==> config.mk <==
export PLATFORM = sky130hd
export DESIGN_NAME = alu_exec_unit
export DESIGN_NICKNAME = d
export VERILOG_FILES = /design/src/rtl/alu_exec_unit.sv
export SDC_FILE = /design/constraint.sdc
export NUM_CORES = 1
export LEC_CHECK = 0
export ABC_CLOCK_PERIOD_IN_PS = 6400
export CAP_MARGIN = 20
export CELL_PAD_IN_SITES_DETAIL_PLACEMENT = 1
export CELL_PAD_IN_SITES_GLOBAL_PLACEMENT = 2
export CORE_ASPECT_RATIO = 0.9
export CORE_UTILIZATION = 35
export CTS_BUF_LIST = sky130_fd_sc_hd__clkbuf_4 sky130_fd_sc_hd__clkbuf_8
export CTS_CLUSTER_DIAMETER = 100
export DETAILED_ROUTE_END_ITERATION = 12
export PLACE_DENSITY_LB_ADDON = 0.1
export SLEW_MARGIN = 5
export SYNTH_ARGS = -nofsm -noshare
export SYNTH_HDL_FRONTEND = slang
export SYNTH_SLANG_ARGS = --single-unit
==> constraint.sdc <==
create_clock -name clk -period 6.4 [get_ports clk]
set_clock_uncertainty 0.15 [all_clocks]
set_input_delay 0.64 -clock clk [delete_from_list [all_inputs] [get_ports clk]]
set_output_delay 0.64 -clock clk [all_outputs]
set_load 0.01 [all_outputs]
==> src/rtl/alu_exec_unit.sv <==
`default_nettype none
// alu_exec_unit: one-cycle registered ALU stage feeding a DEPTH-entry result FIFO,
// valid/ready handshakes on both sides and a wrapping completed-operation counter.
module alu_exec_unit #(
  parameter int DEPTH = 4,
  parameter int CNT_W = 16
) (
  input  logic             clk,
  input  logic             reset,
  input  logic             in_valid,
  output logic             in_ready,
  input  logic [31:0]      srcA,
  input  logic [31:0]      srcB,
  input  logic [2:0]       aluCtrl,
  output logic             out_valid,
  input  logic             out_ready,
  output logic [31:0]      aluRslt,
  output logic             zero,
  output logic             ovf,
  output logic             illegal,
  output logic [CNT_W-1:0] op_count
);

  localparam int AW    = (DEPTH > 1) ? $clog2(DEPTH) : 1;
  localparam int CW    = AW + 1;
  localparam int OCC_W = CW + 1;
  localparam logic [OCC_W-1:0] DEPTH_OCC = OCC_W'(DEPTH);

  localparam logic [2:0] OP_AND  = 3'b000;
  localparam logic [2:0] OP_OR   = 3'b001;
  localparam logic [2:0] OP_ADD  = 3'b010;
  localparam logic [2:0] OP_ANDN = 3'b100;
  localparam logic [2:0] OP_ORN  = 3'b101;
  localparam logic [2:0] OP_SUB  = 3'b110;
  localparam logic [2:0] OP_SLT  = 3'b111;

  typedef struct packed {
    logic [31:0] rslt;
    logic        zero;
    logic        ovf;
    logic        illegal;
  } res_t;

  logic [31:0]      sum;
  logic [31:0]      diff;
  res_t             alu_d;
  logic             accept;
  logic             push;
  logic             pop;
  logic [OCC_W-1:0] occupancy;

  res_t             s1_q;
  logic             s1_valid_q;
  res_t             mem_q [DEPTH];
  logic [AW-1:0]    wr_ptr_q;
  logic [AW-1:0]    rd_ptr_q;
  logic [CW-1:0]    count_q;
  logic [CNT_W-1:0] op_count_q;

  assign sum  = srcA + srcB;
  assign diff = srcA - srcB;

  always_comb begin
    alu_d = '0;
    case (aluCtrl)
      OP_AND:  alu_d.rslt = srcA & srcB;
      OP_OR:   alu_d.rslt = srcA | srcB;
      OP_ADD: begin
        alu_d.rslt = sum;
        alu_d.ovf  = (srcA[31] == srcB[31]) && (sum[31] != srcA[31]);
      end
      OP_ANDN: alu_d.rslt = srcA & ~srcB;
      OP_ORN:  alu_d.rslt = srcA | ~srcB;
      OP_SUB: begin
        alu_d.rslt = diff;
        alu_d.ovf  = (srcA[31] != srcB[31]) && (diff[31] != srcA[31]);
      end
      // True signed compare; the raw subtract sign is wrong when the subtract overflows.
      OP_SLT:  alu_d.rslt = {31'd0, $signed(srcA) < $signed(srcB)};
      default: alu_d.illegal = 1'b1;
    endcase
    alu_d.zero = (alu_d.rslt == 32'd0);
  end

  // S1 plus the FIFO together never hold more than DEPTH results, so the push is never refused.
  assign occupancy = {1'b0, count_q} + {{(OCC_W-1){1'b0}}, s1_valid_q};
  assign in_ready  = (occupancy < DEPTH_OCC);
  assign accept    = in_valid & in_ready;
  assign push      = s1_valid_q;
  assign out_valid = (count_q != '0);
  assign pop       = out_valid & out_ready;

  always_ff @(posedge clk or posedge reset) begin
    if (reset) begin
      s1_valid_q <= 1'b0;
      s1_q       <= '0;
    end else begin
      s1_valid_q <= accept;
      if (accept) begin
        s1_q <= alu_d;
      end
    end
  end

  always_ff @(posedge clk or posedge reset) begin
    if (reset) begin
      for (int i = 0; i < DEPTH; i++) begin
        mem_q[i] <= '0;
      end
      wr_ptr_q <= '0;
      rd_ptr_q <= '0;
      count_q  <= '0;
    end else begin
      if (push) begin
        mem_q[wr_ptr_q] <= s1_q;
        wr_ptr_q        <= wr_ptr_q + AW'(1);
      end
      if (pop) begin
        rd_ptr_q <= rd_ptr_q + AW'(1);
      end
      case ({push, pop})
        2'b10:   count_q <= count_q + CW'(1);
        2'b01:   count_q <= count_q - CW'(1);
        default: count_q <= count_q;
      endcase
    end
  end

  always_ff @(posedge clk or posedge reset) begin
    if (reset) begin
      op_count_q <= '0;
    end else if (pop) begin
      op_count_q <= op_count_q + CNT_W'(1);
    end
  end

  assign aluRslt  = mem_q[rd_ptr_q].rslt;
  assign zero     = mem_q[rd_ptr_q].zero;
  assign ovf      = mem_q[rd_ptr_q].ovf;
  assign illegal  = mem_q[rd_ptr_q].illegal;
  assign op_count = op_count_q;

endmodule
`default_nettype wire

==> results.sh, run 1 <==
export IMPL_power_density_mw_per_mm2=356
export IMPL_cts_tree="built"
export IMPL_syn_inst=1273
export IMPL_rows=67
export IMPL_antenna_found_initial=1
export IMPL_ant_nets=0
export IMPL_synth_main_ff_cell="dfrtp_1"
export IMPL_p_leak_nw=6.55
export IMPL_post_synth_cell_area_avg_um2=10.4
export IMPL_finalHoldViolations=0
export IMPL_grtUsageTotal_pct=21.4
export IMPL_drive_above_1_share_pct=20.0
export IMPL_gr_total_overflow=0
export IMPL_grt_pass1_wl_um=64700
export IMPL_ys_ff_latch=199
export IMPL_synth_area_mm2=0.0133
export IMPL_start_util_pct=35.5
export IMPL_critical_path_buf_inv_count=3
export IMPL_fillers=4133
export IMPL_core_mm2=0.0373
export IMPL_place_congestion=0.835
export IMPL_grt_pass1_vias=10900
export IMPL_cp_common_cell="inv_1"
export IMPL_multi_input_area_mm2=0.00768
export IMPL_grt_max_degree=71
export IMPL_cp_cell_sequence="clkdlybuf4s50_1 -> inv_1 -> ha_1 -> inv_1 -> or4_1 -> o22ai_1 -> or3_4 -> nor2_4 -> o41ai_1 -> mux2i_1 -> nand2_1 -> a2111oi_2 -> nand4_1 -> o21ai_1"
export IMPL_maxCapViolCount=0
export IMPL_wl_um=40600
export IMPL_ys_warn_count=0
export IMPL_htreeDepth=4
export IMPL_fin_crit_ps=4450
export IMPL_syn_num_nets=1416
export IMPL_worstPathMaxFanout=11
export IMPL_die_x_um=207
export IMPL_cts_sinks=199
export IMPL_rrSetupSlack_ps=2680
export IMPL_cts_setup_buffers=0
export IMPL_crit_family="compound AO/OA/AOI/OAI gates"
export IMPL_synthDistinctLibCells=84
export IMPL_cts_resized=0
export IMPL_crit_type="input port to flop"
export IMPL_relSlewSlack_pct=39.8
export IMPL_die_area_mm2=0.0387
export IMPL_vias=10300
export IMPL_netlist_top_cells_area="dfrtp_1 38%, mux2_2 13%, ha_1 6.5%, mux4_2 5.9%, a21oi_1 2.9%"
export IMPL_viasPerCell=5.56
export IMPL_cp_required_ps=6650
export IMPL_drc=0
export IMPL_seq_area_mm2=0.00498
export IMPL_grt_setup_unrepaired="false"
export IMPL_arrival_ps=4700
export IMPL_crit_path_top_delay_cell="o41ai_1"
export IMPL_wl_per_cell_um=21.9
export IMPL_hold_slack_ps=330
export IMPL_clockBufferDepth=2
export IMPL_nNetsFinal=1499
export IMPL_cts_hold_buf=0
export IMPL_hpwl_um=30300
export IMPL_numCtsBuffers=17
export IMPL_vdd_drop_max_v=0.000183
export IMPL_firstDrtPassIters=5
export IMPL_min_path_type="flop to flop"
export IMPL_path_clk_slew_ps=90
export IMPL_setup_tns_ps=0
export IMPL_clk_latency_ps=470
export IMPL_slew_viol_final=0
export IMPL_fmax_mhz=225
export IMPL_cts_root_buffer="clkbuf_8"
export IMPL_utilization_pct=41.0
export IMPL_yosys_area_top_type="dfrtp_1"
export IMPL_status="finished clean"
export IMPL_area_delta_synth_final_pct=15.2
export IMPL_portBuffers=123
export IMPL_tightest_slew_ps=903
export IMPL_crit_path_max_incr_delay_ps=630
export IMPL_synth_edf_count=0
export IMPL_setup_violations=0
export IMPL_ios=124
export IMPL_yosysSeqAreaShare_pct=37.6
export IMPL_critPathLaunchType="input port"
export IMPL_min_period_over_period_pct=69.5
export IMPL_die_h_um=187
export IMPL_synth_top_area_share_pct=37.6
export IMPL_synthArstFlopShare_pct=100
export IMPL_dr_first_iter_drc_count=518
export IMPL_worstSetupEndpointType="flop"
==> final timing paths <==
check,end,startpoint,cells after the start
max,s1_q[2],srcB[20],14
min,op_count[15],op_count[15],1
max reg2reg,s1_q[2],push,12
min reg2reg,op_count[15],op_count[15],1
max in group asynchronous,mem_q[24],reset,3
min in group asynchronous,mem_q[109],reset,2
==> cell type report <==
| cell class | instances | area share [%] |
|---|---|---|
| antenna | 1 | 0.0164 |
| clock inverter | 8 | 0.639 |
| clock buffer | 23 | 1.95 |
| inverter | 71 | 1.79 |
| tap | 483 | 3.96 |
| multi-input combinational | 929 | 50.3 |
| timing repair buffer | 138 | 8.75 |
| sequential | 199 | 32.6 |
==> logic make-up (layout without fill, tap and decap cells) <==
family | count (synthesis) | in the layout | synth area share [%]
AND/OR/NAND/NOR | 283 | 283 | 10.4
XOR/XNOR | 73 | 73 | 4.82
AO/OA/AOI/OAI | 285 | 285 | 14.7
adder cells (fa/ha/maj) | 92 | 92 | 8.47
other | 0 | 1 | 0
flip-flops | 199 | 199 | 37.6
multiplexers | 196 | 196 | 19.6
buffers and inverters | 145 | 240 | 4.49
==> through the flow <==
step                      area, um2  setup slack, ps  power, mW  instances
final                         15300             1950       5.44       1852
after global routing          15300             1690       5.82       1852
after CTS                     15300             1950       5.52       1851
after detailed placement      14900             1460       4.70       1820
after global placement        14900             1450       4.63       1820
after floorplan               13300              184       3.67       1273
==> cells in the final DEF (no fill, tap or decap), drive strengths merged, types with 20 or more instances in the layout <==
cell	count
ha	69
mux2	156
dfrtp	199
o21ai	58
nand2	85
nor2	74
nor3	27
xor2	37
mux4	35
xnor2	36
a21oi	80
inv	71
maj3	20
nand3	21
clkbuf	23
clkdlybuf4s50	121
==> synth_stat cells (5+ instances only) <==
| cell type | count |
|---|---|
| dfrtp_1 | 199 |
| mux2_2 | 156 |
| nand2_1 | 85 |
| a21oi_1 | 77 |
| nor2_1 | 72 |
| ha_1 | 69 |
| inv_1 | 69 |
| o21ai_0 | 56 |
| clkbuf_1 | 43 |
| xor2_1 | 37 |
| xnor2_1 | 36 |
| mux4_2 | 35 |
| nor3_1 | 27 |
| maj3_1 | 20 |
| nand3_1 | 20 |
| a21o_1 | 17 |
| nand4_1 | 16 |
| a211oi_1 | 15 |
| buf_2 | 14 |
| o31ai_1 | 14 |
| a31oi_1 | 13 |
| nor2b_1 | 11 |
| buf_1 | 10 |
| nor4_1 | 10 |
| o211ai_1 | 10 |
| o22ai_1 | 9 |
| a22oi_1 | 6 |
| o21a_1 | 6 |
| or3_1 | 6 |
| and3_1 | 5 |
| buf_4 | 5 |
| mux2i_1 | 5 |
| o21bai_1 | 5 |
| o221ai_1 | 5 |
==> state kept, by name, summed over array words and instances (netlist names) <==
signal and cells:
count_q 3, mem_q 140, op_count 16, push 1
rd_ptr_q 2, s1_q 35, wr_ptr_q 2
==> worst reg2reg max path, stage by stage, from the launching register on <==
cell and delay, ps:
dfrtp_1 480, a31oi_1 410, nand2_1 100, buf_4 230, inv_2 470, nand3_1 140
a221oi_1 400, nand3_1 140, nor4_1 290, nand4_1 260, nor4_2 320, nand4_1 130
o21ai_1 140
==> layer usage <==
layer | GRT usage, % | wire, um | share of wire, %
met5 | 0 | 0 | 0
met1 | 31.1 | 20600 | 51
met2 | 34.5 | 18600 | 46
met4 | 5.02 | 559 | 1.4
met3 | 1.72 | 858 | 2.1
==> power by group <==
group,internal (mW),switching [mW],total (mW)
Combinational,1.35,1.07,2.42
Sequential,1.78,0.435,2.21
Clock,0.387,0.419,0.806
Total,3.52,1.93,5.44
(Power assumes the default switching activity.)
==> inputs of run 2 (changes only) <==
ABC_CLOCK_PERIOD_IN_PS = 3900   (was 6400)
clock period = 3.9 ns   (was 6.4 ns; I/O delays follow)
==> run 2 against run 1 <==
Effect of this change: sequential share of layout area decreased by 3.1 points; first-iteration DRC count grew 1.2%; critical path depth grew 2; sequential cell count did not move; sequential power grew 65%; highest routed layer unchanged; power increased by 71%; cell count increased by 11%; wire length up 4.2%; clock power up 74%; combinational power grew 76%; core utilization up 4.3 points; clock-buffer cell count shrank 2.
==> results.sh, run 2 (synthesis gave the netlist of run 1 again) <==
export IMPL_crit_path_max_incr_delay_ps=470
export IMPL_whs_path_depth=3
export IMPL_rrSetupSlack_ps=790
export IMPL_r2r_start="push"
export IMPL_regToRegEndpoint="s1_q[2]"
export IMPL_multi_input_area_mm2=0.00770
export IMPL_ios=124
export IMPL_firstDrtPassIters=5
export IMPL_p_seq_share_pct=39.1
export IMPL_p_leak_nw=7.55
export IMPL_cts_sinks=199
export IMPL_wl_per_cell_um=20.7
export IMPL_area_delta_synth_final_pct=27.4
export IMPL_grt_max_degree=43
export IMPL_cell_internal_pwr_mw=6.11
export IMPL_pwr_share_clk_pct=15.0
export IMPL_crit_path_top_delay_cell="clkdlybuf4s50_1"
export IMPL_core_mm2=0.0373
export IMPL_wl_um=42300
export IMPL_maxCapViolCount=0
export IMPL_n_antenna_cell=0
export IMPL_clk_latency_ps=460
export IMPL_min_path_type="input port to flop"
export IMPL_worstSetupEndpointType="flop"
export IMPL_cp_cell_sequence="clkdlybuf4s50_1 -> ha_1 -> fa_1 -> nor2b_2 -> o311ai_2 -> a31oi_2 -> a211oi_2 -> buf_4 -> o221ai_2 -> buf_4 -> a21oi_1 -> a21oi_1 -> xnor2_1 -> a22oi_1 -> nand4_1 -> o21ai_1"
export IMPL_antenna_found_initial=0
export IMPL_grt_setup_unrepaired="false"
export IMPL_fin_ws_ps=173
export IMPL_grt_pass1_wl_um=67800
export IMPL_arrival_ps=3970
export IMPL_setup_violations=0
export IMPL_gr_total_overflow=0
export IMPL_cts_root_buffer="clkbuf_8"
export IMPL_power_density_mw_per_mm2=551
export IMPL_start_util_pct=35.5
export IMPL_viasPerCell=5.38
export IMPL_die_h_um=187
export IMPL_worstPathMaxFanout=4
export IMPL_ant_nets=0
export IMPL_min_period_over_period_pct=95.6
export IMPL_cts_tree="built"
export IMPL_layout_common_cells="207 x buf_4, 197 x dfrtp_1, 156 x mux2_2"
export IMPL_dr_first_iter_drc_count=524
export IMPL_switching_power_mw=3.20
export IMPL_reg2reg_depth=12
export IMPL_nNetsFinal=1697
export IMPL_rows=67
export IMPL_cts_setup_buffers=0
export IMPL_fillers=4129
export IMPL_combPwrFrac_pct=45.9
export IMPL_cp_required_ps=4140
export IMPL_die_x_um=207
export IMPL_status="finished clean"
export IMPL_place_ws_ps=-360
export IMPL_critPathLaunchType="input port"
export IMPL_vias=11000
export IMPL_grtUsageTotal_pct=22.3
export IMPL_drive_above_1_share_pct=30.3
export IMPL_hold_end="s1_q[0]"
export IMPL_die_area_mm2=0.0387
export IMPL_slew_viol_final=0
export IMPL_worstHoldStart="aluCtrl[0]"
export IMPL_relSlewSlack_pct=37.5
export IMPL_seq_area_mm2=0.00498
export IMPL_clockBufferDepth=2
export IMPL_hold_slack_ps=238
export IMPL_largest_register_ffs=140
export IMPL_finalPower_mw=9.31
export IMPL_htreeDepth=4
export IMPL_fin_crit_ps=3730
export IMPL_cts_hold_buf=0
export IMPL_path_clk_slew_ps=90
export IMPL_regMostFlops="mem_q"
export IMPL_tightest_slew_ps=936
export IMPL_grt_pass1_vias=11600
export IMPL_layout_commonest_cell="buf_4"
export IMPL_numCtsBuffers=17
export IMPL_hpwl_um=33500
export IMPL_fmax_mhz=268
export IMPL_crit_type="input port to flop"
export IMPL_vdd_drop_max_v=0.000253
export IMPL_swShare_pct=34.4
export IMPL_portBuffers=123
export IMPL_finalHoldViolations=0
export IMPL_place_congestion=0.869
export IMPL_drc=0
run 2: cell types whose count changed in the layout (fill, tap and decap cells not counted), sizes merged, moves of 2 or more:
cell,before,now
clkbuf,23,21
bufinv,2,4
clkinv,3,6
buf,17,215
clkinvlp,3,1
run 2: area by class of cell:
| cell class | instances | area share [%] |
|---|---|---|
| multi-input cells | 929 | 45.6 |
| flip-flops and latches | 199 | 29.5 |
| repair buffers | 336 | 17.2 |
| well taps | 483 | 3.58 |
| inverters | 71 | 1.60 |
| clock buffers | 21 | 1.56 |
| clock inverters | 10 | 0.911 |
run 2: worst max path at each step:
stage	from	to	slack, ps	cells after the start
after floorplan	srcA[0]	s1_q[2]	630	13
after global placement	srcB[9]	s1_q[2]	-410	17
after detailed placement	srcB[9]	s1_q[2]	-360	17
after CTS	srcB[9]	s1_q[2]	140	17
after global routing	srcA[0]	s1_q[2]	4	17
final	srcB[0]	s1_q[2]	170	16
run 2: worst max-delay path: cells and delay by family:
kind	cells	cell delay [ps]
AO/OA/AOI/OAI	8	1660
buffers and inverters	3	810
adder cells (fa/ha/maj)	2	640
AND/OR/NAND/NOR	2	330
XOR/XNOR	1	120
run 2: per-stage QoR:
step           TNS (ps)  util, %  instances  cell area [um2]
6_report              0     45.3       2049            16900
3_5_place_dp      -1710     44.1       2018            16500
2_1_floorplan         0        -       1273            13300
5_1_grt               0     45.3       2049            16900
3_3_place_gp      -1330     44.1       2018            16500
4_1_cts               0     45.2       2049            16900
run 2: timing repair:
item	4_1_cts	5_1_grt
gates resized for setup	0	6
endpoints found under the setup margin	0	2
endpoints found under the hold margin	0	0
run 2: routing by layer:
metal  vias to the layer above  GRT usage [%]  part of all wire [%]
met2                       158           37.3                    48
met1                      5615           31.7                    49
met4                         0           4.62                   1.1
met3                        30           1.48                   1.9
met5                         -              0                     0
li1                       5211              -                     -
run 2: power by group through the flow:
stage,sequential [mW],combinational [mW],clock (mW)
after floorplan,3.34,2.68,0
after global placement,3.63,4.21,0
after detailed placement,3.70,4.31,0
after CTS,3.66,4.33,1.46
after global routing,3.79,4.60,1.53
final,3.64,4.27,1.40
